[config.mk]
export PLATFORM = sky130hd
export DESIGN_NAME = buffer_write_bank_addr_gen
export DESIGN_NICKNAME = d
export VERILOG_FILES = /design/src/rtl/buffer_addr_pkg.sv /design/src/rtl/buffer_bank_status.sv /design/src/rtl/buffer_write_bank_addr_gen.sv
export SDC_FILE = /design/constraint.sdc
export NUM_CORES = 1
export LEC_CHECK = 0
export BUFFER_PORTS_ARGS = -buffer_cell sky130_fd_sc_hd__buf_2
export CAP_MARGIN = 40
export CORE_MARGIN = 8
export CORE_UTILIZATION = 55
export DETAILED_ROUTE_END_ITERATION = 8
export HOLD_SLACK_MARGIN = 0.08
export PLACE_DENSITY = 0.8
export REMOVE_ABC_BUFFERS = 1
export SLEW_MARGIN = 30
export SYNTH_ARGS = -nofsm -noshare
export SYNTH_HDL_FRONTEND = slang
export SYNTH_HIERARCHICAL = 1
export SYNTH_SLANG_ARGS = --single-unit
[constraint.sdc]
create_clock -name clk -period 3.9 [get_ports clk]
set_clock_uncertainty 0.2 [all_clocks]
set_input_delay 0.39 -clock clk [delete_from_list [all_inputs] [get_ports clk]]
set_output_delay 0.39 -clock clk [all_outputs]
set_load 0.03 [all_outputs]
[src/rtl/buffer_addr_pkg.sv]
// Shared types and derived-width helpers for the banked buffer write-address generator.
// Pure declarations: no logic, no latency, no flow control.
package buffer_addr_pkg;

   typedef enum logic [1:0] {
      IDLE      = 2'd0,
      FILL      = 2'd1,
      WAIT_BANK = 2'd2
   } wr_state_t;

   function automatic int calc_bank_aw(input int addr_w, input int num_banks);
      return addr_w - $clog2(num_banks);
   endfunction

   function automatic int calc_bank_idx_w(input int num_banks);
      return (num_banks > 1) ? $clog2(num_banks) : 1;
   endfunction

endpackage

[src/rtl/buffer_bank_status.sv]
// Per-bank full flags (owned by the reader) with a free check that sees same-cycle set/clear.
// Flags update one cycle after set/clear; query_free is combinational. No backpressure.
module buffer_bank_status
   import buffer_addr_pkg::*;
#(
   parameter int NUM_BANKS = 2,
   parameter int IDX_W     = calc_bank_idx_w(NUM_BANKS)
) (
   input  logic                 clk,
   input  logic                 reset_n,
   input  logic                 clear_all,
   input  logic                 set_en,
   input  logic [IDX_W-1:0]     set_idx,
   input  logic                 clr_en,
   input  logic [IDX_W-1:0]     clr_idx,
   input  logic [IDX_W-1:0]     query_idx,
   output logic [NUM_BANKS-1:0] bank_full,
   output logic                 query_free
);

   logic q_full;
   logic q_set;
   logic q_clr;

   always_comb begin
      q_full = 1'b0;
      for (int i = 0; i < NUM_BANKS; i++) begin
         if (IDX_W'(i) == query_idx) begin
            q_full = bank_full[i];
         end
      end
   end

   assign q_set = set_en && (set_idx == query_idx);
   assign q_clr = clr_en && (clr_idx == query_idx);

   // A release only helps if the bank is already full; a bank being filled right now is busy.
   assign query_free = !(q_full || q_set) || (q_clr && q_full);

   always_ff @(posedge clk or negedge reset_n) begin
      if (!reset_n) begin
         bank_full <= '0;
      end else if (clear_all) begin
         bank_full <= '0;
      end else begin
         for (int i = 0; i < NUM_BANKS; i++) begin
            if (set_en && (set_idx == IDX_W'(i))) begin
               bank_full[i] <= 1'b1;
            end else if (clr_en && (clr_idx == IDX_W'(i))) begin
               bank_full[i] <= 1'b0;
            end
         end
      end
   end

endmodule

[src/rtl/buffer_write_bank_addr_gen.sv]
// Banked write-address generator: fills NUM_BANKS banks in rotation, one write per cycle.
// Address/status registered (1 cycle); ready_o drops while the next bank is still owned by the reader.
module buffer_write_bank_addr_gen
   import buffer_addr_pkg::*;
#(
   parameter  int BUFFER_ADDRESS_WIDTH = 10,
   parameter  int NUM_BANKS            = 2,
   parameter  int COUNT_WIDTH          = 16,
   localparam int BANK_AW              = calc_bank_aw(BUFFER_ADDRESS_WIDTH, NUM_BANKS),
   localparam int BANK_DEPTH           = 2 ** BANK_AW,
   localparam int BANK_IDX_W           = calc_bank_idx_w(NUM_BANKS)
) (
   input  logic                            clk,
   input  logic                            reset_n,
   input  logic                            start_i,
   input  logic [BANK_AW:0]                fill_len_i,
   input  logic                            count_up,
   input  logic                            release_i,
   input  logic [BANK_IDX_W-1:0]           release_bank_i,
   output logic [BUFFER_ADDRESS_WIDTH-1:0] address,
   output logic                            ready_o,
   output logic [NUM_BANKS-1:0]            bank_full_o,
   output logic                            bank_done_o,
   output logic [BANK_IDX_W-1:0]           done_bank_o,
   output logic [COUNT_WIDTH-1:0]          global_counts,
   output logic                            overflow_o
);

   wr_state_t               state;
   wr_state_t               state_n;
   logic [BANK_IDX_W-1:0]   bank_idx;
   logic [BANK_IDX_W-1:0]   next_idx;
   logic [BANK_IDX_W-1:0]   query_idx;
   logic [BANK_AW-1:0]      offset;
   logic [BANK_AW:0]        fill_len_q;
   logic [BANK_AW:0]        fill_len_eff;
   logic                    accept;
   logic                    last_word;
   logic                    complete;
   logic                    next_free;

   assign fill_len_eff = ((fill_len_i == '0) || (fill_len_i > (BANK_AW + 1)'(BANK_DEPTH)))
                         ? (BANK_AW + 1)'(BANK_DEPTH) : fill_len_i;

   assign next_idx  = (NUM_BANKS == 1) ? '0 : bank_idx + BANK_IDX_W'(1);
   assign accept    = (state == FILL) && count_up && !start_i;
   assign last_word = ({1'b0, offset} == (fill_len_q - (BANK_AW + 1)'(1)));
   assign complete  = accept && last_word;
   // While stalled, bank_idx already names the bank we are waiting for.
   assign query_idx = (state == WAIT_BANK) ? bank_idx : next_idx;
   assign ready_o   = (state == FILL);

   buffer_bank_status #(
      .NUM_BANKS (NUM_BANKS),
      .IDX_W     (BANK_IDX_W)
   ) u_status (
      .clk        (clk),
      .reset_n    (reset_n),
      .clear_all  (start_i),
      .set_en     (complete),
      .set_idx    (bank_idx),
      .clr_en     (release_i && !start_i),
      .clr_idx    (release_bank_i),
      .query_idx  (query_idx),
      .bank_full  (bank_full_o),
      .query_free (next_free)
   );

   always_ff @(posedge clk or negedge reset_n) begin
      if (!reset_n) begin
         state <= IDLE;
      end else begin
         state <= state_n;
      end
   end

   always_comb begin
      state_n = state;
      case (state)
         IDLE: begin
         end
         FILL: begin
            if (complete && !next_free) begin
               state_n = WAIT_BANK;
            end
         end
         WAIT_BANK: begin
            if (next_free) begin
               state_n = FILL;
            end
         end
         default: state_n = IDLE;
      endcase
      if (start_i) begin
         state_n = FILL;
      end
   end

   always_ff @(posedge clk or negedge reset_n) begin
      if (!reset_n) begin
         bank_idx      <= '0;
         offset        <= '0;
         fill_len_q    <= '0;
         global_counts <= '0;
         overflow_o    <= 1'b0;
         bank_done_o   <= 1'b0;
         done_bank_o   <= '0;
      end else begin
         bank_done_o <= complete;
         if (start_i) begin
            bank_idx      <= '0;
            offset        <= '0;
            fill_len_q    <= fill_len_eff;
            global_counts <= '0;
            overflow_o    <= 1'b0;
         end else begin
            if (accept) begin
               global_counts <= global_counts + COUNT_WIDTH'(1);
               if (last_word) begin
                  bank_idx    <= next_idx;
                  offset      <= '0;
                  done_bank_o <= bank_idx;
               end else begin
                  offset <= offset + BANK_AW'(1);
               end
            end
            if ((state == WAIT_BANK) && count_up) begin
               overflow_o <= 1'b1;
            end
         end
      end
   end

   if (NUM_BANKS == 1) begin : g_one_bank
      assign address = offset;
   end else begin : g_multi_bank
      assign address = {bank_idx, offset};
   end

endmodule
==> metrics.yaml, run 1 <==
outcome:
  status: "finished clean"
pwr:
  peakVddDrop_mv: 0.2253
  p_per_area_nw_per_um2: 323.2
  p_leak_uw: 0.001317
layout:
  diodes: 0
  n_fill_cell: 370
  final_common_cell: "buf_2"
  mostFrequentLayoutCells: "buf_2 (47), dfrtp_1 (43), nor2_1 (29)"
  syn_to_final_growth_pct: 16.06
  fin_util: 0.6447
  drive_above_1_share: 0.2230
  nets: 314
  fin_area_um2: 2749
global_route:
  grt_pass1_vias: 2028
  grt_antenna_before_repair: 0
  grt_max_degree: 32
  grt_pass1_wl_mm: 9.308
  gr-total-overflow: 0
  grt_use_total: 0.1786
sta:
  slew_headroom: 0.6269
  hold_viol: 0
  period_needed_ns: 3.349
  fmax_mhz: 298.6
  setup_tns_ns: 0
  period_share: 0.8588
  tightest_slew_ns: 0.5546
  rsz0062_at_grt: "false"
  slew_violations: 0
  setup_viol: 0
clocking:
  clockRootBuffer: "clkbuf_8"
  path_clk_slew_ns: 0.08
  cts_buffer_depth: 2
  cts.sinks: 43
  cts_made_buffers: 5
  cts_tree: "yes"
  post_cts_buffers: 0
  clkLatencyLatePin_ns: 0.30
  htree_num_levels: 2
place:
  gp_congestion: 0.8555
  io_buffers: 47
  dp_hpwl_mm: 4.083
  postPlaceCellArea_um2: 2654
setup_path:
  r2r-start: "fill_len_q[0]$_DFFE_PN0P_"
  crit_path_end_kind: "flip-flop"
  crit_path_start: "fill_len_q[0]$_DFFE_PN0P_"
  path_max_fanout: 7
  cp.required_ns: 3.89
  cp-start-kind: "flip-flop"
  cp.arrival_ns: 3.34
  ff2ff_setup_slack_ns: 0.55
  path_class: "reg -> reg"
drt:
  wire_per_inst_um: 15.99
  drc_errors: 0
  viasPerCell: 5.816
  vias: 2024
  ant_nets: 0
  wl_mm: 5.564
  firstDrtPassIters: 4
  drt-initial-drc-count: 149
synth:
  synth_area_um2: 2369
  synth-edff-count: 0
  yosysWarnings: 6
  syn_area_per_cell_um2: 9.589
  ys_types: 48
  ys_ff_latch: 43
  syn_inst: 247
  synthFlopType: "dfrtp_1"
  yosys.area.top_type: "dfrtp_1"
  ys_seq_area_frac: 0.4543
  async_flop_share: 1.000
  synth_top_area_share: 0.4543
  synth_area_leaders: "dfrtp_1 (45%), xor2_1 (6.3%), xnor2_1 (5.5%)"
die:
  io_pins: 48
  die_w_um: 81.63
  coreArea_um2: 4264
  rows: 24
  die_area_um2: 6663
  start_util: 0.5555
  die-height_um: 81.63
worst_hold_path:
  holdCritPathClass: "in -> reg"
  hold_path_startpoint: "fill_len_i[7]"
flow_run:
  maxCapViolCount: 0
-- worst paths after layout --
kind	end	cells past startpoint
worst min-delay path	fill_len_q[7]$_DFFE_PN0P_	3
max in group asynchronous	global_counts[13]$_DFFE_PN0P_	3
worst max register to register	state[0]$_DFFE_PN0P_	12
worst max-delay path	state[0]$_DFFE_PN0P_	12
worst min register to register	overflow_o$_DFFE_PN0P_	2
min in group asynchronous	fill_len_q[1]$_DFFE_PN0P_	2
-- synthesized netlist by cell type, types with 2 or more instances --
master and n:
ha_1 3, nor4_1 6, nor3b_1 3, nand3_1 10, o21ai_0 9, nand2b_1 2
nand2_1 18, and3_1 11, o2bb2ai_1 5, o22ai_1 2, nand3b_1 2, nor2b_1 6
dfrtp_1 43, inv_1 4, a21oi_1 10, xnor2_1 15, clkbuf_1 6, nor3_1 9
xor2_1 17, nand4_1 8, and4_1 3, nor2_1 29
-- per-stage QoR --
step                hold WS [ns]  cells  power, µW  setup WS (ns)
finish                    0.1397    348      888.4         0.5508
global route              0.1346    348      928.3         0.2756
CTS                       0.1352    348      898.8         0.5890
detailed placement        0.1336    339      611.7         0.5862
global placement          0.2782    338      605.9         0.7744
floorplan                -0.1056    237      558.0         0.9549
-- power breakdown --
| group | total (µW) | switching, µW | internal [µW] | leakage (µW) |
|---|---|---|---|---|
| Clock | 284 | 159 | 125 | 0.0000412 |
| Sequential | 478 | 20.3 | 457 | 0.000581 |
| Combinational | 126 | 74.1 | 52.1 | 0.000694 |
| Total | 888 | 254 | 635 | 0.00132 |
-- cell type report --
class,instances,area [µm²],share of cell area
tap,52,65.06,0.02367
inverter,5,18.77,0.006827
clock buffer,6,72.57,0.02640
sequential,43,1076,0.3914
clock inverter,2,12.51,0.004552
multi-input combinational,189,1224,0.4452
timing repair buffer,51,280.3,0.1020
-- kinds of logic (layout without fill, tap and decap cells) --
family | Yosys count | count (layout) | share of synthesized area
adder cells (fa/ha/maj) | 3 | 3 | 0.01585
AO/OA/AOI/OAI | 38 | 38 | 0.1173
flip-flops | 43 | 43 | 0.4543
multiplexers | 3 | 3 | 0.01532
XOR/XNOR | 32 | 32 | 0.1183
AND/OR/NAND/NOR | 113 | 113 | 0.2499
buffers and inverters | 15 | 64 | 0.02905
-- critical path, cell delays in order, from the launching register on --
cell and delay, ns:
dfrtp_1 0.44, inv_1 0.10, ha_1 0.27, nor3b_1 0.32, and3_1 0.21, o2111ai_1 0.12
a211oi_2 0.27, nand3_1 0.18, nor3_1 0.40, a21oi_1 0.19, nor2b_1 0.14, nand4_1 0.10
a221o_1 0.31
-- registers in the layout, summed over array words and instances (netlist names) --
register	cells
u_status/bank_full	2
global_counts	16
offset	9
overflow_o	1
bank_done_o	1
done_bank_o	1
fill_len_q	10
state	2
bank_idx	1
-- per-layer routing --
layer	up-vias	track usage	wire length, µm
li1	975	-	-
met1	997	0.2312	2549
met2	41	0.2713	2651
met3	11	0.04814	238
met4	0	0.08772	125
met5	-	0	0
-- repair_timing --
item                      in CTS  in global routing
hold buffers                   1                  0
resized for setup              0                  0
hold endpoints to repair      15                  0
Note: power is estimated with default switching activity, not from simulation.
==> inputs of run 2 (changes only) <==
--- a/config.mk
+++ b/config.mk
@@ -5,13 +5,14 @@
 export SDC_FILE = /design/constraint.sdc
 export NUM_CORES = 1
 export LEC_CHECK = 0
+export ABC_AREA = 1
 export BUFFER_PORTS_ARGS = -buffer_cell sky130_fd_sc_hd__buf_2
 export CAP_MARGIN = 40
 export CORE_MARGIN = 8
 export CORE_UTILIZATION = 55
 export DETAILED_ROUTE_END_ITERATION = 8
 export HOLD_SLACK_MARGIN = 0.08
-export PLACE_DENSITY = 0.8
+export PLACE_DENSITY = 0.79
 export REMOVE_ABC_BUFFERS = 1
 export SLEW_MARGIN = 30
 export SYNTH_ARGS = -nofsm -noshare
==> metrics.yaml, run 2 <==
pwr:
  peakVddDrop_mv: 0.3322  # +47%
  p_per_area_nw_per_um2: 310.0  # -4.1%
  p_leak_uw: 0.001544  # +17%
  p_total_uw: 927.9  # +4.4%
sta:
  hold-worst-slack_ns: 0.1117  # -0.02794 ns
  rsz0062_at_grt: "false"
  setup_slack_ns: 1.354  # +0.8031 ns
  hold_viol: 0  # unchanged
  setup_viol: 0  # unchanged
  period_share: 0.6529  # -0.2059
  setup_tns_ns: 0  # unchanged
  slew_headroom: 0.6513  # +0.02448
  period_needed_ns: 2.546  # -0.8031 ns
  fmax_mhz: 392.8  # +32%
  slew_violations: 0  # unchanged
  tightest_slew_ns: 0.5212  # -0.03338 ns
clocking:
  cts-resized-gates: 0  # unchanged
  clkLatencyLatePin_ns: 0.30  # about the same
  cts_buffer_depth: 2  # unchanged
  htree_num_levels: 2  # unchanged
  cts_made_buffers: 5  # unchanged
  clockRootBuffer: "clkbuf_8"
  cts_tree: "yes"
  cts.sinks: 43  # unchanged
  path_clk_slew_ns: 0.08  # about the same
layout:
  reg_top3: "global_counts x16, fill_len_q x10, offset x9"
  drive_above_1_share: 0.2214  # -0.001599
  top_register: "global_counts"
  nets: 413  # +32%
  final_common_cell: "nand2_1"
  syn_to_final_growth_pct: 15.11
  diodes: 0  # unchanged
  mostFrequentLayoutCells: "nand2_1 (88), buf_2 (47), inv_1 (43), dfrtp_1 (43), nand3_1 (32)"
  largest_register_ffs: 16  # unchanged
setup_path:
  cp-start-kind: "flip-flop"
  path_max_fanout: 7  # unchanged
  cp.arrival_ns: 2.53  # -0.81 ns
  r2r-start: "fill_len_q[0]$_DFFE_PN0P_"
  path_class: "reg -> reg"
  cp.required_ns: 3.89  # about the same
  crit_path_start: "fill_len_q[0]$_DFFE_PN0P_"
  crit_path_end_kind: "flip-flop"
global_route:
  grt_pass1_wl_mm: 10.90  # +17%
  gr-total-overflow: 0  # unchanged
  grt_pass1_vias: 2472  # +22%
  grt_max_degree: 26  # -19%
  grt_use_total: 0.1848  # +0.006212
  grt_antenna_before_repair: 0  # unchanged
drt:
  vias: 2408  # +19%
  viasPerCell: 5.387  # -7.4%
  drc_errors: 0  # unchanged
  drt-initial-drc-count: 138  # -7.4%
  wl_mm: 6.245  # +12%
  wire_per_inst_um: 13.97  # -13%
  ant_nets: 0  # unchanged
  firstDrtPassIters: 4  # unchanged
flow_run:
  maxCapViolCount: 0  # unchanged
synth:
  yosys-top-cells-count: "nand2_1 (88), dfrtp_1 (43), inv_1 (43)"
  yosys.area_share.simple: 0.3604  # +0.1106
  ys_seq_area_frac: 0.4139  # -0.04045
  syn_inst: 343  # +39%
  yosys.area.top_type: "dfrtp_1"
  synthFlopType: "dfrtp_1"
  ys_types: 37  # -23%
  synth_fa_ha_area_frac: 0.01444  # -0.001411
  synth_area_um2: 2600  # +9.8%
  synth_xor_area_frac: 0.03705  # -0.08128
  syn_area_per_cell_um2: 7.580  # -21%
  async_flop_share: 1.000  # unchanged
  synth_most_common_cell: "nand2_1"
  synth_top_family_by_area: "simple AND/OR/NAND/NOR gates"
  synth_compound_area_frac: 0.09288  # -0.02440
  synthMuxAreaShare: 0  # -0.01532
  synth-edff-count: 0  # unchanged
  synth_area_leaders: "dfrtp_1 (41%), nand2_1 (13%), inv_1 (6.2%)"
  yosysWarnings: 6  # unchanged
  synth_top_area_share: 0.4139  # -0.04045
  ys_ff_latch: 43  # unchanged
die:
  die_area_um2: 7183  # +7.8%
  coreArea_um2: 4629  # +8.6%
  start_util: 0.5616  # +0.006164
  die_w_um: 84.76  # +3.8%
  rows: 25  # +4.2%
  io_pins: 48  # unchanged
  die-height_um: 84.76  # +3.8%
worst_hold_path:
  holdCritPathClass: "in -> reg"
  hold_path_startpoint: "fill_len_i[8]"
place:
  dp_worst_setup_slack_ns: 1.393  # +0.8065 ns
  dp_hpwl_mm: 4.712  # +15%
  gp_congestion: 0.9213  # +7.7%
  io_buffers: 47  # unchanged
outcome:
  status: "finished clean"
## run 2: through the flow
step,std cells,util,cell area (µm²)
after global placement,439,0.6227,2883
final,447,0.6465,2993
after floorplan,337,-,2572
after CTS,447,0.6465,2993
after global routing,447,0.6465,2993
after detailed placement,440,0.6286,2910
## run 2: layout make-up
cell class | instances | area [µm²]
multi-input cells | 245 | 1313
flip-flops and latches | 43 | 1076
fillers | 401 | 1637
well taps | 54 | 67.56
clock buffers | 6 | 72.57
inverters | 49 | 183.9
repair buffers | 50 | 280.3
## run 2: final timing paths
check	end	slack, ns	cells past startpoint
max	state[0]$_DFFE_PN0P_	1.35	17
min in group asynchronous	offset[1]$_DFFE_PN0P_	0.40	2
min reg2reg	done_bank_o$_DFFE_PN0P_	0.30	2
max reg2reg	state[0]$_DFFE_PN0P_	1.35	17
min	fill_len_q[8]$_DFFE_PN0P_	0.11	3
max in group asynchronous	fill_len_q[8]$_DFFE_PN0P_	2.61	3
## run 2: layer usage
| metal | part of all wire | track usage | up-vias |
|---|---|---|---|
| li1 | - | - | 1219 |
| met2 | 0.48 | 0.3178 | 60 |
| met1 | 0.45 | 0.2173 | 1118 |
| met4 | 0.020 | 0.07443 | 0 |
| met5 | 0 | 0 | - |
| met3 | 0.046 | 0.04000 | 11 |
## run 2: logic make-up after synthesis
kind of cell             after synthesis
AO/OA/AOI/OAI                         43
XOR/XNOR                              11
adder cells (fa/ha/maj)                3
buffers and inverters                 55
flip-flops                            43
AND/OR/NAND/NOR                      188
## run 2: power by group
group	switching (µW)	internal, µW
Sequential	23.0	464
Combinational	120	59.8
Clock	142	119
Total	285	643
## run 2: what timing repair did
action,CTS,global route
setup buffers,0,0
hold endpoints to repair,19,0
hold buffers,1,0
## run 2: critical path, cell delays in order, from the launching register on
cell     delay (ns)
dfrtp_1        0.39
inv_2          0.11
ha_1           0.24
nand2_1        0.10
nor2_2         0.11
nand3_1        0.07
nand2_1        0.07
nand3_1        0.12
nor2_4         0.16
nand2_4        0.09
nor2_4         0.16
nand3_1        0.10
nand3_1        0.10
nand2_1        0.05
inv_1          0.08
nand4_1        0.12
nand2_1        0.09
nand2_1        0.05
==> inputs of run 3 (changes only) <==
--- a/config.mk
+++ b/config.mk
@@ -9,10 +9,10 @@
 export BUFFER_PORTS_ARGS = -buffer_cell sky130_fd_sc_hd__buf_2
 export CAP_MARGIN = 40
 export CORE_MARGIN = 8
-export CORE_UTILIZATION = 55
+export CORE_UTILIZATION = 50
 export DETAILED_ROUTE_END_ITERATION = 8
 export HOLD_SLACK_MARGIN = 0.08
-export PLACE_DENSITY = 0.79
+export PLACE_DENSITY = 0.76
 export REMOVE_ABC_BUFFERS = 1
 export SLEW_MARGIN = 30
 export SYNTH_ARGS = -nofsm -noshare
==> constraint.sdc (replaced) <==
create_clock -name clk -period 2.05 [get_ports clk]
set_clock_uncertainty 0.2 [all_clocks]
set_input_delay 0.205 -clock clk [delete_from_list [all_inputs] [get_ports clk]]
set_output_delay 0.205 -clock clk [all_outputs]
set_load 0.03 [all_outputs]
==> metrics.yaml, run 3 (synthesis results as in run 2) <==
outcome:
  status: "complete, but fails checks"
  violations: "negative setup slack"
layout:
  mostFrequentLayoutCells: "nand2_1 (84), buf_2 (47), dfrtp_1 (42)"
  top_register: "global_counts"
  final_common_cell: "nand2_1"
  reg_top3: "global_counts x16, fill_len_q x10, offset x9"
  drive_above_1_share: 0.3259  # +0.1045
  largest_register_ffs: 16  # unchanged
  diodes: 0  # unchanged
  syn_to_final_growth_pct: 37.05
  fin_util: 0.7022  # +0.05568
  nets: 467  # +13%
drt:
  highest_layer: "met4"
  viasPerCell: 5.224  # -3.0%
  wl_mm: 7.419  # +19%
  wire_per_inst_um: 14.32  # +2.5%
  wirelength_met1_mm: 3.142  # +12%
  vias: 2706  # +12%
  drc_errors: 0  # unchanged
  wl_met2_mm: 3.703  # +23%
  firstDrtPassIters: 4  # unchanged
  drt-initial-drc-count: 147  # +6.5%
  wl_met3_um: 365  # +27%
  ant_nets: 0  # unchanged
place:
  dp_hpwl_mm: 5.152  # +9.3%
  gp_congestion: 0.8953  # -2.8%
  io_buffers: 47  # unchanged
sta:
  setup_slack_ns: -0.2127  # -1.567 ns
  tightest_slew_ns: 0.5303  # +0.009061 ns
  period_needed_ns: 2.263  # -0.2835 ns
  setup_viol: 6  # +6
  period_share: 1.104  # +0.4509
  hold_viol: 0  # unchanged
  slew_headroom: 0.6465  # -0.004862
  rsz0062_at_grt: "true"
  fmax_mhz: 442.0  # +13%
  slew_violations: 0  # unchanged
die:
  io_pins: 48  # unchanged
  rows: 26  # +4.0%
  coreArea_um2: 5075  # +9.6%
  die_area_um2: 7763  # +8.1%
  die_w_um: 88.11  # +4.0%
  die-height_um: 88.11  # +4.0%
  start_util: 0.5123  # -0.04929
global_route:
  grt_pass1_vias: 2779  # +12%
  grt_antenna_before_repair: 0  # unchanged
  grt_pass1_wl_mm: 12.44  # +14%
  grt_max_degree: 23  # -12%
  gr-total-overflow: 0  # unchanged
  grt_use_total: 0.2013  # +0.01649
worst_hold_path:
  hold_end: "fill_len_q[9]$_DFFE_PN0P_"
  holdCritPathClass: "in -> reg"
  hold_path_startpoint: "fill_len_i[9]"
  min_path_cells: 3  # unchanged
clocking:
  cts_tree: "yes"
  path_clk_slew_ns: 0.08  # about the same
  cts_made_buffers: 5  # unchanged
  cts_buffer_depth: 2  # unchanged
  htree_num_levels: 2  # unchanged
  clkLatencyLatePin_ns: 0.29  # about the same
  clockRootBuffer: "clkbuf_8"
  cts.sinks: 43  # unchanged
flow_run:
  maxCapViolCount: 0  # unchanged
setup_path:
  cp_slowest_stage_delay_ns: 0.41  # +0.02 ns
  path_max_fanout: 5  # -2
  crit_path_end_kind: "flip-flop"
  critPathSlowestCell: "dfrtp_1"
  reg2regPathDepth: 17  # unchanged
  r2r-start: "fill_len_q[1]$_DFFE_PN0P_"
  cp.required_ns: 2.04  # -1.85 ns
  path_class: "reg -> reg"
  cp.arrival_ns: 2.26  # -0.27 ns
  reg2reg_to: "state[0]$_DFFE_PN0P_"
  ff2ff_setup_slack_ns: -0.21  # -1.57 ns
  crit_chain: "inv_2 -> ha_4 -> nand2_4 -> nor2_4 -> nand3_2 -> nand2_2 -> nand3_2 -> nor2_4 -> nand2_4 -> nor2_4 -> nand3_1 -> nand3_1 -> nand2_1 -> inv_2 -> nand4_1 -> nand2_1 -> nand2_1"
  cp-start-kind: "flip-flop"
pwr:
  p_leak_uw: 0.001813  # +17%
  p_per_area_nw_per_um2: 554.3  # +79%
  p_total_uw: 1975  # +110%
  peakVddDrop_mv: 0.4234  # +27%
-- run 3: stage by stage --
stage	setup TNS (ns)	cell area, µm²	cells	setup WS [ns]	hold slack [ns]
5_1_grt	-1.305	3563	518	-0.3562	0.1067
2_1_floorplan	-0.3185	2572	337	-0.2058	-0.2906
3_5_place_dp	-0.8857	3118	482	-0.3139	0.01312
6_report	-0.5066	3563	518	-0.2127	0.08277
3_3_place_gp	-0.2635	3118	482	-0.1680	0.007323
4_1_cts	-0.3599	3510	518	-0.1719	0.08304
-- run 3: area by class of cell --
| type | count | area [µm²] |
|---|---|---|
| Clock buffer | 6 | 82.58 |
| Clock inverter | 1 | 8.758 |
| Fill cell | 400 | 1511 |
| Inverter | 49 | 183.9 |
| Multi-Input combinational cell | 245 | 1401 |
| Sequential cell | 43 | 1077 |
| Tap cell | 70 | 87.58 |
| Timing Repair Buffer | 104 | 721.9 |
-- run 3: worst max path at each step --
| stage | startpoint | to | cells after the start |
|---|---|---|---|
| after floorplan | fill_len_q[0]$_DFFE_PN0P_ | state[0]$_DFFE_PN0P_ | 17 |
| after global placement | fill_len_q[1]$_DFFE_PN0P_ | state[0]$_DFFE_PN0P_ | 17 |
| after detailed placement | fill_len_q[1]$_DFFE_PN0P_ | state[0]$_DFFE_PN0P_ | 17 |
| after CTS | fill_len_q[1]$_DFFE_PN0P_ | state[0]$_DFFE_PN0P_ | 17 |
| after global routing | fill_len_q[1]$_DFFE_PN0P_ | state[0]$_DFFE_PN0P_ | 18 |
| final | fill_len_q[1]$_DFFE_PN0P_ | state[0]$_DFFE_PN0P_ | 17 |
-- run 3: power by group --
part,leakage [µW],switching [µW],internal [µW]
clock network,0.0000477,301,271
logic,0.00118,283,196
registers,0.000582,41.9,882
total,0.00181,626,1350
-- run 3: critical path, delay by kind of cell (launching register included) --
kind	cells	cell delay, ns
buffers and inverters	2	0.15
adder cells (fa/ha/maj)	1	0.19
AND/OR/NAND/NOR	14	1.20
flip-flops	1	0.41
-- run 3: repair_timing --
| action | in CTS | in global routing |
|---|---|---|
| setup buffers | 12 | 0 |
| hold buffers | 17 | 0 |
| pin swaps | 9 | 5 |
| endpoints found under the hold margin | 54 | 0 |
| setup endpoints to repair | 11 | 14 |
| resized for setup | 13 | 12 |
-- run 3: per-layer routing --
layer  GRT usage  up-vias
met4     0.07220        0
met2      0.3523       79
met5           0        -
met1      0.2371     1279
li1            -     1327
met3     0.04034       21
